<file path="src/rtl/gemm_tile_scheduler.sv">
// Tile-level address/strobe sequencer for the RowPar x ColPar output-stationary GeMM array.
// Optional GEMM_SCHED_PERF_EN adds perf_cycles_o, the busy-cycle count of the last job.
module gemm_tile_scheduler #(
    parameter int unsigned SizeAddrWidth = 8,
    parameter int unsigned AddrWidth     = 16,
    parameter int unsigned RowPar        = 4,
    parameter int unsigned ColPar        = 16,
    parameter int unsigned PerfWidth     = 32
) (
    input  logic                     clk_i,
    input  logic                     rst_ni,
    input  logic                     start_i,
    input  logic [SizeAddrWidth-1:0] M_size_i,
    input  logic [SizeAddrWidth-1:0] K_size_i,
    input  logic [SizeAddrWidth-1:0] N_size_i,
    output logic [AddrWidth-1:0]     sram_a_addr_o,
    output logic [AddrWidth-1:0]     sram_b_addr_o,
    output logic [AddrWidth-1:0]     sram_c_addr_o,
    output logic                     pe_valid_o,
    output logic                     pe_init_o,
    output logic                     sram_c_we_o,
    output logic [RowPar-1:0]        row_mask_o,
    output logic [ColPar-1:0]        col_mask_o,
    output logic                     busy_o,
    output logic                     done_o
`ifdef GEMM_SCHED_PERF_EN
    ,
    output logic [PerfWidth-1:0]     perf_cycles_o
`endif
);

    localparam int unsigned SW = SizeAddrWidth;
    localparam int unsigned TW = SizeAddrWidth + 1;
    localparam int unsigned MW = TW + $clog2(RowPar) + $clog2(ColPar) + 1;

    typedef enum logic [1:0] {IDLE, RUN, DRAIN, DONE} state_t;

    state_t state, state_n;

    logic [SW-1:0] m_q, k_q, n_q;
    logic [TW-1:0] mt_q, nt_q;
    logic [SW-1:0] kk_q;

    logic [SW-1:0] sz_m, sz_k, sz_n;
    logic [TW-1:0] mtiles, ntiles;
    logic [TW-1:0] iss_mt, iss_nt, mt_n, nt_n;
    logic [SW-1:0] iss_k, kk_n;
    logic          last_k, last_nt, last_mt, last_issue;
    logic          accept, zero_size, issue, busy_n;
    logic [AddrWidth-1:0] a_addr_c, b_addr_c, c_addr_c;
    logic [RowPar-1:0]    row_c;
    logic [ColPar-1:0]    col_c;

    // Pipeline: stage0 = SRAM address, stage1 = PE strobes, stage2 = C write
    logic                 v0_q, init0_q, last0_q, fin0_q;
    logic [AddrWidth-1:0] c0_q, c1_q;
    logic [RowPar-1:0]    rm0_q, rm1_q;
    logic [ColPar-1:0]    cm0_q, cm1_q;
    logic                 last1_q, fin1_q, fin2_q;

    // In IDLE the first issue is taken straight from the ports so it lands in cycle 1
    always_comb begin
        sz_m   = m_q;
        sz_k   = k_q;
        sz_n   = n_q;
        iss_mt = mt_q;
        iss_nt = nt_q;
        iss_k  = kk_q;
        if (state == IDLE) begin
            sz_m   = M_size_i;
            sz_k   = K_size_i;
            sz_n   = N_size_i;
            iss_mt = '0;
            iss_nt = '0;
            iss_k  = '0;
        end
        mtiles = (TW'(sz_m) + TW'(RowPar - 1)) / TW'(RowPar);
        ntiles = (TW'(sz_n) + TW'(ColPar - 1)) / TW'(ColPar);

        last_k     = (iss_k == sz_k - SW'(1));
        last_nt    = (iss_nt == ntiles - TW'(1));
        last_mt    = (iss_mt == mtiles - TW'(1));
        last_issue = last_k && last_nt && last_mt;

        accept    = (state == IDLE) && start_i;
        zero_size = (sz_m == '0) || (sz_k == '0) || (sz_n == '0);
        issue     = (accept && !zero_size) || (state == RUN);

        kk_n = last_k ? '0 : iss_k + SW'(1);
        nt_n = last_k ? (last_nt ? '0 : iss_nt + TW'(1)) : iss_nt;
        mt_n = (last_k && last_nt) ? iss_mt + TW'(1) : iss_mt;

        a_addr_c = AddrWidth'(iss_mt) * AddrWidth'(sz_k) + AddrWidth'(iss_k);
        b_addr_c = AddrWidth'(iss_nt) * AddrWidth'(sz_k) + AddrWidth'(iss_k);
        c_addr_c = AddrWidth'(iss_mt) * AddrWidth'(ntiles) + AddrWidth'(iss_nt);

        for (int r = 0; r < RowPar; r++) begin
            row_c[r] = (MW'(iss_mt) * MW'(RowPar) + MW'(r)) < MW'(sz_m);
        end
        for (int c = 0; c < ColPar; c++) begin
            col_c[c] = (MW'(iss_nt) * MW'(ColPar) + MW'(c)) < MW'(sz_n);
        end
    end

    always_comb begin
        state_n = state;
        case (state)
            IDLE: begin
                if (start_i) begin
                    if (zero_size)       state_n = DONE;
                    else if (last_issue) state_n = DRAIN;
                    else                 state_n = RUN;
                end
            end
            RUN:     if (last_issue) state_n = DRAIN;
            DRAIN:   if (fin2_q) state_n = DONE;
            DONE:    state_n = IDLE;
            default: state_n = IDLE;
        endcase
        busy_n = (state_n == RUN) || (state_n == DRAIN);
    end

    always_ff @(posedge clk_i) begin
        if (!rst_ni) state <= IDLE;
        else         state <= state_n;
    end

    always_ff @(posedge clk_i) begin
        if (!rst_ni) begin
            m_q <= '0; k_q <= '0; n_q <= '0;
            mt_q <= '0; nt_q <= '0; kk_q <= '0;
            v0_q <= 1'b0; init0_q <= 1'b0; last0_q <= 1'b0; fin0_q <= 1'b0;
            c0_q <= '0; rm0_q <= '0; cm0_q <= '0;
            c1_q <= '0; rm1_q <= '0; cm1_q <= '0;
            last1_q <= 1'b0; fin1_q <= 1'b0; fin2_q <= 1'b0;
            sram_a_addr_o <= '0; sram_b_addr_o <= '0; sram_c_addr_o <= '0;
            pe_valid_o <= 1'b0; pe_init_o <= 1'b0; sram_c_we_o <= 1'b0;
            row_mask_o <= '0; col_mask_o <= '0;
            busy_o <= 1'b0; done_o <= 1'b0;
        end else begin
            if (accept) begin
                m_q <= M_size_i;
                k_q <= K_size_i;
                n_q <= N_size_i;
            end
            v0_q    <= issue;
            init0_q <= issue && (iss_k == '0);
            last0_q <= issue && last_k;
            fin0_q  <= issue && last_issue;
            if (issue) begin
                mt_q <= mt_n;
                nt_q <= nt_n;
                kk_q <= kk_n;
                sram_a_addr_o <= a_addr_c;
                sram_b_addr_o <= b_addr_c;
                c0_q  <= c_addr_c;
                rm0_q <= row_c;
                cm0_q <= col_c;
            end
            pe_valid_o <= v0_q;
            pe_init_o  <= v0_q && init0_q;
            last1_q    <= last0_q;
            fin1_q     <= fin0_q;
            c1_q       <= c0_q;
            rm1_q      <= rm0_q;
            cm1_q      <= cm0_q;
            // C write lands one cycle after the tile's last valid K step
            sram_c_we_o <= last1_q;
            fin2_q      <= fin1_q;
            if (last1_q) begin
                sram_c_addr_o <= c1_q;
                row_mask_o    <= rm1_q;
                col_mask_o    <= cm1_q;
            end
            busy_o <= busy_n;
            done_o <= (state_n == DONE);
        end
    end

`ifdef GEMM_SCHED_PERF_EN
    always_ff @(posedge clk_i) begin
        if (!rst_ni)     perf_cycles_o <= '0;
        else if (accept) perf_cycles_o <= PerfWidth'(busy_n);
        else             perf_cycles_o <= perf_cycles_o + PerfWidth'(busy_n);
    end
`else
    // PerfWidth has no effect without the cycle counter
    if (PerfWidth == 0) begin : g_no_perf
    end
`endif

endmodule

</file>
<file path="config.mk">
export PLATFORM = sky130hd
export DESIGN_NAME = gemm_tile_scheduler
export DESIGN_NICKNAME = d
export VERILOG_FILES = /design/src/rtl/gemm_tile_scheduler.sv
export SDC_FILE = /design/constraint.sdc
export NUM_CORES = 1
export LEC_CHECK = 0
export BUFFER_PORTS_ARGS = -buffer_cell sky130_fd_sc_hd__buf_2
export CORE_MARGIN = 2
export CORE_UTILIZATION = 50
export DETAILED_ROUTE_END_ITERATION = 8
export PLACE_DENSITY = 0.68
export SLEW_MARGIN = 20
export SYNTH_ARGS = -nofsm -noshare
export SYNTH_HDL_FRONTEND = slang
export SYNTH_SLANG_ARGS = --single-unit
</file>
<file path="constraint.sdc">
create_clock -name clk_i -period 9.6 [get_ports clk_i]
set_clock_uncertainty 0.2 [all_clocks]
set_input_delay 2.4 -clock clk_i [delete_from_list [all_inputs] [get_ports clk_i]]
set_output_delay 2.4 -clock clk_i [all_outputs]
set_load 0.02 [all_outputs]
</file>
==> metrics.md, run 1 <==
| Metric | Value |
|---|---|
| Measured slew at the worst slew-check pin | 1050 ps |
| F_max | 0.1295 GHz |
| Reg2reg start | state[0]$_SDFF_PN0_ |
| Clk Latency, worst-skew pair | around 540 ps |
| Power Internal | about 0.0015 W |
| Synth area leaders | dfxtp_1, fa_1, ha_1 |
| Period minus WS final | ~7700 ps |
| Area grow syn2layout | 9.230% |
| Num CTS Buffers | 24 |
| Crit. End Element | flip-flop |
| Crit path from | N_size_i[0] |
| Hold Crit Class | flip-flop to flip-flop |
| Die X-Extent | between 150 and 200 µm |
| Layout cells sized above 1 | under 10% |
| Initial antenna violation count | 0 |
| Via count | between 10000 and 15000 |
| Post-CTS Setup Bufs | 0 |
| Port Buf Inserts | approximately 100 |
| RSZ-0062 raised after global routing | no |
| Setup_tns | 0 ps |
| Post-DR wirelength/cell | approximately 18 µm |
| Clk buf depth | 3 |
| Global-route wire length before repair | between 60000 and 70000 µm |
| TritonRoute pass-1 iters | 9 |
| Ys async rst share | 0% |
| Crit start category | input pin |
| Switching share of power | between 20% and 30% |
| Worst reg2reg setup slack | ~2800 ps |
| Routed Antenna Nets | 0 |
| Sink Count | 201 |
| Number of synthesized flops with an enable pin | 0 |
| # DRC | 0 |
| Final Max Slew Viols | 0 |
| Crit path DAT | 7980 ps |
| Relative slew slack | 29.72% |
| DP HPWL | roughly 30000 µm |
| Htree depth | 1 |
| Hold Startpoint | last0_q$_SDFF_PN0_ |
| Register area share after synthesis | between 20 and 30% |
| Setup-failing EPs final | 0 |
| Status | finished, final reports clean |
| I/O Pins | 100 |
| Final Hold Viols | 0 |
| Root Buffer | clkbuf_16 |
| Global route overflow | 0 |
| Hold path depth | 1 |
| Synth area leader | dfxtp_1 |
| Clock power share | 42.7% |
| Power share of the sequential group | 42.4% |
| Period Utilization, post-route | between 80% and 90% |
| Routed WL | 41680 µm |
| Yosys warnings | 0 |
| Most common flop cell mapped by yosys | dfxtp_1 |
| Vias in the first global route | about 12000 |
| Critical path class | input pin to flip-flop |
| Gate Count Post-Synth | roughly 1900 |
| GP Congestion | 0.9172 |
| Starting Density | approximately half |
| R2R Path End | sram_b_addr_o[15]$_SDFFE_PN0N_ |
| Pleak | around 8 nW |
| Mapped Avg Cell Area | approximately 8.4 µm² |
| Largest net degree at the start of global routing | 65 |
| Max VDD drop | about 130 µV |
| Post-cts resize count | 0 |
| Reg2Reg Depth | 18 |
| Hold endpoint | last1_q$_SDFF_PN0_ |
| Num rows | 64 |
| Req. time, crit path | 9860 ps |
| Die ar. | about 0.033 mm² |
| Pwr/cell area | 122.8 mW/mm² |
| Worst hold slack | about 240 ps |
| Die height | approximately 180 µm |
| Post-synthesis cell area | between 0.015 and 0.02 mm² |
| Total track usage | between 20% and 30% |
| Synth Register Bits | between 200 and 250 |
| Number of diodes | 0 |
| Psw | ~0.00062 W |
| Post-synth cell types | 85 |
| Initial DRC Count | between 1000 and 1500 |
| CTS clk-pin slew, worst paths | roughly 70 ps |
| Core Region | about 0.03 mm² |
| Avg Vias per Cell | between 5 and 6 |
| Syn Nets | between 2000 and 2500 |
| CTS tree | yes |
| Combinational Power Share | 14.9% |
| Max-Cap Viols | 0 |
| Crit-path max FO | 11 |
| Total Nets Final | between 2000 and 2500 |
| Hold_buf cts | 0 |
| Synth top area share | between 20% and 30% |
[power by group through the flow]
| stage | Combinational [W] | Clock [W] | Sequential, W |
|---|---|---|---|
| after floorplan | 0.000233 | 0 | 0.000901 |
| after global placement | 0.000302 | 0 | 0.000911 |
| after detailed placement | 0.000307 | 0 | 0.000912 |
| after CTS | 0.000309 | 0.000921 | 0.000894 |
| after global routing | 0.000343 | 0.000953 | 0.000898 |
| final | 0.000315 | 0.000903 | 0.000895 |
[per-stage QoR]
step,total power [W],setup WS (ps),instances,cell area [µm²],util [%]
after floorplan,0.001134,2051,1886,15750,-
after global placement,0.001214,1424,2285,16390,53.16
after detailed placement,0.001220,1382,2285,16390,53.16
after CTS,0.002124,1933,2328,17180,55.73
after global routing,0.002194,1544,2329,17210,55.81
final,0.002113,1879,2329,17210,55.81
[critical path: stages]
cell and delay (ps):
buf_2 130, or4_1 660, a32oi_2 640, or3_1 420, nand3_1 160, fa_1 510, fa_1 500, fa_1 540
inv_1 40, ha_1 330, a21o_1 190, a21oi_1 210, o21ai_0 140, a2111o_1 450, a41oi_1 300, xnor2_1 150
nand2_1 70, a21oi_1 150
[worst max-delay path by stage]
stage | endpoint | slack, ps
global route | c0_q[12]$_SDFFE_PN0N_ | 1540
CTS | c0_q[12]$_SDFFE_PN0N_ | 1930
floorplan | c0_q[12]$_SDFFE_PN0N_ | 2050
detailed placement | c0_q[12]$_SDFFE_PN0N_ | 1380
finish | c0_q[12]$_SDFFE_PN0N_ | 1880
global placement | c0_q[12]$_SDFFE_PN0N_ | 1420
[final cells by class]
cell class / instances / area, µm²
Clock buffer: 30 / 663.1
Clock inverter: 13 / 128.9
Fill cell: 2887 / 13620
Inverter: 207 / 779.5
Multi-Input combinational cell: 1368 / 10490
Sequential cell: 201 / 4025
Tap cell: 396 / 495.5
Timing Repair Buffer: 114 / 623.1
[logic make-up (layout without fill, tap and decap cells)]
group	after synthesis	count (layout)	share of synthesized area, %
simple gates	716	716	22.00
xor+xnor	66	66	3.789
flops	201	201	25.54
mux	58	58	3.828
other cells	1	1	0.02381
fa+ha+maj	246	246	25.64
compound gates	281	281	11.18
buf+inv	317	364	7.990
[synthesized netlist by cell type, types with 10 or more instances]
master / number
a211oi_1: 11
a21o_1: 12
a21oi_1: 129
and2_1: 67
and3_1: 68
buf_1: 11
buf_2: 19
clkbuf_1: 73
dfxtp_1: 201
fa_1: 128
ha_1: 118
inv_1: 203
mux2i_1: 54
nand2_1: 288
nand3_1: 48
nand4_1: 13
nor2_1: 132
nor2b_1: 12
nor3_1: 19
nor4_1: 13
o211ai_1: 10
o21ai_0: 48
or4_1: 10
xnor2_1: 52
xor2_1: 13
[state kept, by name, summed over array words and instances, names as in the netlist, 15 cells and up]
register / count
c0_q: 15
c1_q: 15
cm0_q: 16
cm1_q: 16
col_mask_o: 16
sram_a_addr_o: 16
sram_b_addr_o: 16
sram_c_addr_o: 15
[metal layers]
layer | global-route usage (%) | up-vias | wire length [µm]
met3 | 4.292 | 81 | 3545
met2 | 38.82 | 561 | 17800
met5 | 0 | - | 0
met4 | 6.504 | 0 | 1145
met1 | 36.82 | 6264 | 19190
li1 | - | 6293 | -
[placed cells by master (no fill, tap or decap), types with 11 or more instances in the layout]
cell type,Yosys,layout
nor4_1,13,13
nand4_1,13,13
xor2_1,13,13
a21oi_1,129,129
nand2_1,288,288
and3_1,68,68
nor2_1,132,131
o21ai_0,48,48
clkbuf_16,0,24
nand3_1,48,48
inv_1,203,202
a211oi_1,11,11
ha_1,118,118
mux2i_1,54,54
nor3_1,19,19
dfxtp_1,201,200
fa_1,128,128
and2_1,67,67
buf_4,2,15
a21o_1,12,12
buf_2,19,98
nor2b_1,12,12
xnor2_1,52,52
(Power assumes the default switching activity.)
==> inputs of run 2 (changes only) <==
Clock period 9.6 ns to 7.3 ns, I/O delays scaled along.
==> run 2 against run 1 <==
Sequential share of layout area shrank 0.14 points. Cell area grew 0.68%. Hold slack lost 3.1 ps. Final cell count increased by 0.47%. Via count is essentially flat. Core utilization rose by 0.38 points. Sequential power rose by 32%. First-iteration DRC count grew 0.39%. Wire length increased by 1.7%. Critical path depth up 1. Critical path type unchanged. Critical endpoint unchanged. Highest routed layer unchanged.
==> metrics.md, run 2 (synthesis gave the netlist of run 1 again) <==
| Metric | Value |
|---|---|
| Routed WL | 42380 µm (+1.7%) |
| Largest net degree at the start of global routing | 66 (+1.5%) |
| Slowest cell on crit path | or4_1 |
| Relative slew slack | 31.62% (+1.9 points) |
| Num rows | 64 (unchanged) |
| Pwr/cell area | 164.6 mW/mm² (+34%) |
| Routed Antenna Nets | 0 (unchanged) |
| Total track usage | 26.12% (+0.88 points) |
| Max-Cap Viols | 0 (unchanged) |
| Initial DRC Count | 1030 (+0.39%) |
| Final Hold Viols | 0 (unchanged) |
| CP max stage delay | 660 ps (about the same) |
| Port Buf Inserts | 98 (unchanged) |
| Sink Count | 201 (unchanged) |
| GR Layer Usage met3 | 4.593% (+0.30 points) |
| Combinational Power Share | 14.7% (-0.2 points) |
| Hold Crit Class | flip-flop to flip-flop |
| Die X-Extent | 181.5 µm (unchanged) |
| Psw | 0.0008338 W (+34%) |
| Max VDD drop | 167.1 µV (+25%) |
| Die height | 181.5 µm (unchanged) |
| Fin worst setup slack | 662.7 ps (-1216 ps) |
| Power share of the sequential group | 41.4% (-1.0 points) |
| Worst hold slack | 232.2 ps (-3.063 ps) |
| Root Buffer | clkbuf_16 |
| CTS clk-pin slew, worst paths | 60 ps (about the same) |
| Post-CTS Setup Bufs | 0 (unchanged) |
| Hold_buf cts | 0 (unchanged) |
| Final Max Slew Viols | 0 (unchanged) |
| Switching share of power | 29.24% (-0.32 points) |
| Buf/Inv on CP | 3 (+1) |
| Power Internal | 0.002018 W (+36%) |
| WP depth | 19 (+1) |
| Setup_tns | 0 ps (unchanged) |
| Avg Vias per Cell | 5.644 (-0.40%) |
| Worst path top cell family by delay | adder cells |
| Area grow syn2layout | 9.968% |
| I/O Pins | 100 (unchanged) |
| Layout cells sized above 1 | 10.60% (+0.61 points) |
| Htree depth | 1 (unchanged) |
| Period minus WS final | between 6000 and 7000 ps |
| Dpl cell area | 0.01649 mm² (+0.63%) |
| Crit-path cells | buf_2, or4_1, a32oi_2, buf_4, xor2_4, nand2_1, fa_1, fa_1, fa_1, inv_1, ha_1, a21o_1, a21oi_1, o21ai_0, a2111o_1, a41oi_1, xnor2_1, nand2_1, a21oi_1 |
| Clk Latency, worst-skew pair | 530 ps (about the same) |
| Initial antenna violation count | 0 (unchanged) |
| TritonRoute pass-1 iters | 8 (-1) |
| F_max | 0.1507 GHz |
| DP HPWL | 31090 µm (+2.5%) |
| Hold path depth | 1 (unchanged) |
| Critical path class | input pin to flip-flop |
| Status | finished, final reports clean |
| Placed cells | 2298 (+0.57%) |
| Starting Density | 51.10% (unchanged) |
| Period Utilization, post-route | between 90% and 100% |
| GRT busiest layer | met2 |
| Most frequent cells in the layout | nand2_1, inv_1, dfxtp_1, nor2_1, a21oi_1 |
| Pre-CTS setup slack | 170.6 ps (-1212 ps) |
| Clk buf depth | 3 (unchanged) |
| CTS tree | yes |
| Number of diodes | 0 (unchanged) |
| CP most frequent cell | fa_1 |
| Post-cts resize count | 0 (unchanged) |
| RSZ-0062 raised after global routing | no |
| Reg2Reg Depth | 18 (unchanged) |
| Post-Layout Cell Count | 2340 (+0.47%) |
| Core Region | 0.03083 mm² (unchanged) |
| Vias in the first global route | 12614 (+1.9%) |
| Cell area after layout | 0.01732 mm² (+0.68%) |
| Crit. End Element | flip-flop |
| Num CTS Buffers | 24 (unchanged) |
| Pleak | 8.128 nW (+1.1%) |
| Met2 usage in global routing | 39.62% (+0.80 points) |
| # DRC | 0 (unchanged) |
| Post-DR wirelength/cell | 18.11 µm (+1.2%) |
| Req. time, crit path | 7550 ps (-2310 ps) |
| Global route overflow | 0 (unchanged) |
| Commonest non-fill, non-tap cell in the layout | nand2_1 |
| Total Nets Final | 2201 (+0.55%) |
| Clock power share | 43.9% (+1.2 points) |
| Met1 usage | 38.33% (+1.5 points) |
| Die ar. | 0.03294 mm² (unchanged) |
| Global-route wire length before repair | 69140 µm (+2.8%) |
| Via count | 13208 (+0.068%) |
| Crit-path max FO | 5 (-6) |
| Measured slew at the worst slew-check pin | 1024 ps (-25.89 ps) |
| Setup-failing EPs final | 0 (unchanged) |
| Crit path DAT | 6890 ps (-1090 ps) |
| Crit start category | input pin |
| GP Congestion | 0.9096 (-0.83%) |
[run 2: cell types whose count changed in the layout (fill, tap and decap cells not counted), sizes merged]
cell	before	now
clkbuf	30	25
clkinv	8	12
inv	206	208
clkinvlp	5	1
buf	114	126
bufinv	1	3
[run 2: layout make-up]
class	instances	area (µm²)
fill	2908	13510
timing repair buffer	126	700.7
clock buffer	25	625.6
multi-input combinational	1368	10490
sequential	201	4028
clock inverter	17	202.7
tap	396	495.5
inverter	207	779.5
[run 2: routing by layer]
layer	up-vias	routed length (µm)
met5	-	0
met4	0	1131
met3	72	3702
met2	524	18040
met1	6285	19510
li1	6327	-
[run 2: final timing paths]
check                      startpoint                        endpoint  slack, ps
setup / recovery          N_size_i[0]           c0_q[12]$_SDFFE_PN0N_        660
hold / removal      fin1_q$_SDFF_PN0_               fin2_q$_SDFF_PN0_        230
setup reg to reg  state[0]$_SDFF_PN0_  sram_b_addr_o[15]$_SDFFE_PN0N_       1110
hold reg to reg     fin1_q$_SDFF_PN0_               fin2_q$_SDFF_PN0_        230
[run 2: per-stage QoR]
step / util (%) / total power, W
after floorplan: - / 0.001491
after global placement: 53.48 / 0.001610
after detailed placement: 53.49 / 0.001616
after CTS: 56.18 / 0.002869
after global routing: 56.19 / 0.002964
final: 56.19 / 0.002852
[run 2: worst reg2reg max path, cell delays in order (launching register included)]
cell      delay, ps
dfxtp_1         330
or2_4           640
and2_1          670
nand2_1         170
fa_1            530
fa_1            520
inv_1            40
ha_1            260
inv_1            50
fa_1            520
fa_1            450
nor2b_1         160
o21ai_0         120
a21oi_1         340
o211ai_1        200
a21oi_1         270
nor3_1          130
o31a_1          310
o31ai_1         180
[run 2: power by group through the flow]
stage                     Sequential [W]  Combinational (W)  Clock, W
after detailed placement         0.00120           0.000413         0
after CTS                        0.00118           0.000415   0.00127
after global placement           0.00120           0.000408         0
final                            0.00118           0.000421   0.00125
after global routing             0.00119           0.000461   0.00132
after floorplan                  0.00118           0.000306         0
